## config.mk

```make
export PLATFORM = sky130hd
export DESIGN_NAME = ssd_scan_ctrl
export DESIGN_NICKNAME = d
export VERILOG_FILES = /design/src/rtl/ssd_scan_ctrl.sv
export SDC_FILE = /design/constraint.sdc
export NUM_CORES = 1
export LEC_CHECK = 0
export CORE_MARGIN = 2
export CORE_UTILIZATION = 26
export CTS_CLUSTER_SIZE = 10
export DETAILED_ROUTE_END_ITERATION = 7
export PLACE_DENSITY = 0.47
export SLEW_MARGIN = 25
export SYNTH_ARGS = -nofsm -noshare
export SYNTH_HDL_FRONTEND = slang
export SYNTH_SLANG_ARGS = --single-unit
export TNS_END_PERCENT = 20
```

## constraint.sdc

```tcl
create_clock -name clk -period 6.2 [get_ports clk]
set_input_delay 1.24 -clock clk [delete_from_list [all_inputs] [get_ports clk]]
set_output_delay 1.24 -clock clk [all_outputs]
set_load 0.1 [all_outputs]
```

## src/rtl/ssd_scan_ctrl.sv

```systemverilog
// ssd_scan_ctrl: converts a 13-bit value to BCD with iterative double-dabble and scans it onto a 4-digit seven-segment display
module ssd_scan_ctrl #(
    parameter int REFRESH_W = 18,
    parameter bit BLANK_LZ  = 1'b1
) (
    input  logic        clk,
    input  logic        rst_n,
    input  logic        in_valid,
    input  logic [12:0] in_value,
    output logic        in_ready,
    output logic        busy,
    output logic [15:0] bcd,
    output logic [7:0]  Anode,
    output logic [6:0]  LED_out
);
    typedef enum logic [1:0] {IDLE, CONVERT, COMMIT} state_t;
    state_t                state, state_nx;
    logic [12:0]           shift_q;
    logic [15:0]           work_q, adj;
    logic [3:0]            cnt_q, nib;
    logic [REFRESH_W-1:0]  pre_q;
    logic [1:0]            idx_q;
    logic                  blank;
    logic [7:0]            anode_nx;
    logic [6:0]            led_nx;

    function automatic logic [6:0] seg7(input logic [3:0] d);
        case (d)
            4'd1:    seg7 = 7'b1001111;
            4'd2:    seg7 = 7'b0010010;
            4'd3:    seg7 = 7'b0000110;
            4'd4:    seg7 = 7'b1001100;
            4'd5:    seg7 = 7'b0100100;
            4'd6:    seg7 = 7'b0100000;
            4'd7:    seg7 = 7'b0001111;
            4'd8:    seg7 = 7'b0000000;
            4'd9:    seg7 = 7'b0000100;
            default: seg7 = 7'b0000001;
        endcase
    endfunction

    assign in_ready = (state == IDLE);
    assign busy     = ~in_ready;

    always_comb begin
        state_nx = (state == IDLE)    ? (in_valid ? CONVERT : IDLE) :
                   (state == CONVERT) ? ((cnt_q == 4'd12) ? COMMIT : CONVERT) : IDLE;
        adj = work_q;
        for (int k = 0; k < 4; k++)
            adj[4*k +: 4] = (work_q[4*k +: 4] >= 4'd5) ? work_q[4*k +: 4] + 4'd3 : work_q[4*k +: 4];
    end

    always_ff @(posedge clk or negedge rst_n) begin
        if (!rst_n) begin
            state   <= IDLE;
            shift_q <= '0;
            work_q  <= '0;
            cnt_q   <= '0;
            bcd     <= '0;
        end else begin
            state <= state_nx;
            if (state == IDLE && in_valid) begin
                shift_q <= in_value;
                work_q  <= '0;
                cnt_q   <= '0;
            end else if (state == CONVERT) begin
                {work_q, shift_q} <= {adj, shift_q} << 1;
                cnt_q             <= cnt_q + 4'd1;
            end else if (state == COMMIT) begin
                bcd <= work_q;
            end
        end
    end

    // a digit is a leading zero when it and every higher digit are zero
    always_comb begin
        nib      = bcd[{idx_q, 2'b00} +: 4];
        blank    = BLANK_LZ && (idx_q != 2'd0) && ((bcd >> {idx_q, 2'b00}) == 16'd0);
        anode_nx = blank ? 8'hFF : ~(8'b1 << idx_q);
        led_nx   = blank ? 7'b1111111 : seg7(nib);
    end

    always_ff @(posedge clk or negedge rst_n) begin
        if (!rst_n) begin
            pre_q   <= '0;
            idx_q   <= '0;
            Anode   <= 8'hFE;
            LED_out <= 7'b0000001;
        end else begin
            pre_q   <= pre_q + 1'b1;
            idx_q   <= (&pre_q) ? idx_q + 2'd1 : idx_q;
            Anode   <= anode_nx;
            LED_out <= led_nx;
        end
    end
endmodule
```

==> impl_metrics.yaml <==
setup_path:
  slowest_delay_ps: 1120
  crit_path_start_kind: "flip-flop"
  worstPathMaxFanout: 6
  critical_path_buf_inv_count: 2
  crit_slowest_cell: "clkdlybuf4s50_1"
  rr_endpoint: "LED_out[6]$_DFF_PN0_"
  crit_family: "buffers and inverters"
  setup.worst_path.start: "state[1]$_DFF_PN0_"
  r2r-start: "idx_q[0]$_DFFE_PN0P_"
  arrival_ps: 2260
  worst_ep_required_time_ps: 4960
  crit_chain: "or2_2 > inv_1 > clkdlybuf4s50_1"
  critPathCaptureType: "output pin"
  reg2reg_depth: 6
  path_class: "flip-flop to output pin"
  r2r_slack_ps: 3650
synth:
  yosysWarnings: 0
  synth_top_family_by_area: "simple AND/OR/NAND/NOR gates"
  yosysSeqAreaShare: 0.522
  synth_area_um2: 3940
  async_flop_share: 1.00
  synth_edf_count: 0
  synth_area_per_cell_um2: 11.2
  synth_compound_area_frac: 0.0902
  synthAdderAreaFrac: 0.0603
  synth-simple-area-share: 0.136
  synth.largest_area_cell: "dfrtp_1"
  synth_top_cell_area_share: 0.495
  synth.distinct_cells: 44
  synth_xor_xnor_area_share: 0.0556
  synth-seq-cells: 82
  muxShareOfSynthArea: 0.0902
  ys.flop_type: "dfrtp_1"
  synthTopCellsByArea: "dfrtp_1 50%, ha_1 6.0%, mux2_2 5.4%"
  syn_inst: 351
timing:
  slew_headroom: 0.349
  hold_ws_ps: 465
  fin_skew_ps: 5.07
  drv_slew: 0
  period_needed_ps: 3500
  tns_ps: 0
  min_period_over_period: 0.564
  max_freq_mhz: 286
  hold_viol_final: 0
  rsz0062_at_grt: "no"
  setup_ws_ps: 2700
  worst_slew_pin_slew_ps: 974
  finalSetupViolations: 0
floorplanning:
  initial_core_util: 0.262
  ios: 49
  num_rows: 45
  core_um2: 15000
  dieHeight_um: 127
  die_x_um: 127
  die_area_um2: 16200
cells_and_area:
  layout_commonest_cell: "dfrtp_1"
  multi_input_area_um2: 1720
  fin_area_um2: 4870
  drive_gt1_frac: 0.136
  final_cell_mix: "78 x dfrtp_1, 46 x nand2_1, 43 x clkdlybuf4s50_1"
  area_growth_pct: 23.7
  seq_area_um2: 2060
  n_antenna_cell: 0
  nets: 427
  nFillCells: 1525
routing:
  routedWlPerCell_um: 13.8
  ant_nets: 0
  drc_errors: 0
  drtIter0Drc: 170
  vias: 2659
  first_pass_iters: 6
  viasPerCell: 4.55
  wl_um: 8080
clock_network:
  ctsHtreeMaxLevel: 3
  clk_latency_ps: 350
  cts.path.max_buffers: 2
  postCtsSetupBuffers: 0
  cts_tree: "done"
  cts_buffers: 9
  cts_root_buffer: "clkbuf_16"
  cts_resized: 0
  cts.sinks: 82
  ctsHoldBuffers: 0
  cts.clk_slew.worst_paths_ps: 60
global_routing:
  grt_pass1_vias: 2651
  grt_start_max_net_pins: 83
  antenna_found_initial: 0
  grt_pass1_wl_um: 13500
  grt.overflow.total: 0
  grt_use_total: 0.108
min_path:
  worstHoldStart: "pre_q[16]$_DFF_PN0_"
  worst_hold_path_type: "flip-flop to flip-flop"
  min_path_cells: 1
  worstHoldEndpoint: "pre_q[16]$_DFF_PN0_"
power_and_ir_drop:
  p_leak_nw: 2.16
  vdd_drop_max_uv: 270
  powerDensity_nw_per_um2: 556
  total_power_mw: 2.71
place:
  dp_slack_ps: 3060
  routabilityCongestion: 0.759
  portBuffers: 44
  dp.final_hpwl_um: 5440
  place_area_um2: 4550
flow_run:
  maxCapViolCount: 0
run_status:
  status: "complete, no violations"
synthesized netlist by cell type, drive strengths merged, types with 7 or more instances:
cell / instances
xnor2: 16
o31ai: 9
buf: 13
ha: 19
mux2: 20
clkbuf: 7
a22oi: 12
inv: 19
o21ai: 19
nand3: 23
nand2: 46
xor2: 9
dfrtp: 78
power by group:
part | internal (mW) | leakage [nW] | switching, mW | total (mW)
Combinational | 0.387 | 0.963 | 0.875 | 1.26
Clock | 0.356 | 0.156 | 0.230 | 0.586
Sequential | 0.706 | 1.04 | 0.157 | 0.862
Total | 1.45 | 2.16 | 1.26 | 2.71
flip-flops by register name (all words and copies together) (netlist names):
name and cells:
shift_q 13, idx_q 2, pre_q 18, bcd 16, work_q 16, Anode 4
cnt_q 4, LED_out 7, state 2
layout make-up:
| cell class | count | area share |
|---|---|---|
| repair buffers | 47 | 0.0953 |
| inverters | 19 | 0.0146 |
| clock buffers | 9 | 0.0462 |
| multi-input cells | 233 | 0.353 |
| flip-flops and latches | 82 | 0.422 |
| well taps | 188 | 0.0483 |
| clock inverters | 7 | 0.0211 |
worst max-delay path by stage:
stage / end / slack (ps) / cells after the start
after floorplan: in_ready / 3340 / 2
after global placement: in_ready / 3070 / 3
after detailed placement: in_ready / 3060 / 3
after CTS: in_ready / 2680 / 3
after global routing: in_ready / 2640 / 3
final: in_ready / 2700 / 3
stage by stage:
stage | instances | util
finish | 585 | 0.324
global route | 585 | 0.324
CTS | 585 | 0.324
detailed placement | 569 | 0.302
global placement | 569 | 0.302
floorplan | 354 | -
layer usage:
metal | routed length (um) | vias up | track usage
li1 | - | 1293 | -
met1 | 3990 | 1288 | 0.146
met2 | 3460 | 67 | 0.159
met4 | 121 | 0 | 0.0368
met5 | 0 | - | 0
met3 | 504 | 11 | 0.0410
logic make-up (layout without fill, tap and decap cells):
logic type | Yosys count | after routing
xor+xnor | 25 | 25
flops | 82 | 82
other cells | 1 | 4
simple gates | 103 | 103
fa+ha+maj | 19 | 19
mux | 28 | 28
buf+inv | 39 | 82
compound gates | 54 | 54
No activity file was read; power rests on OpenSTA's default activity.
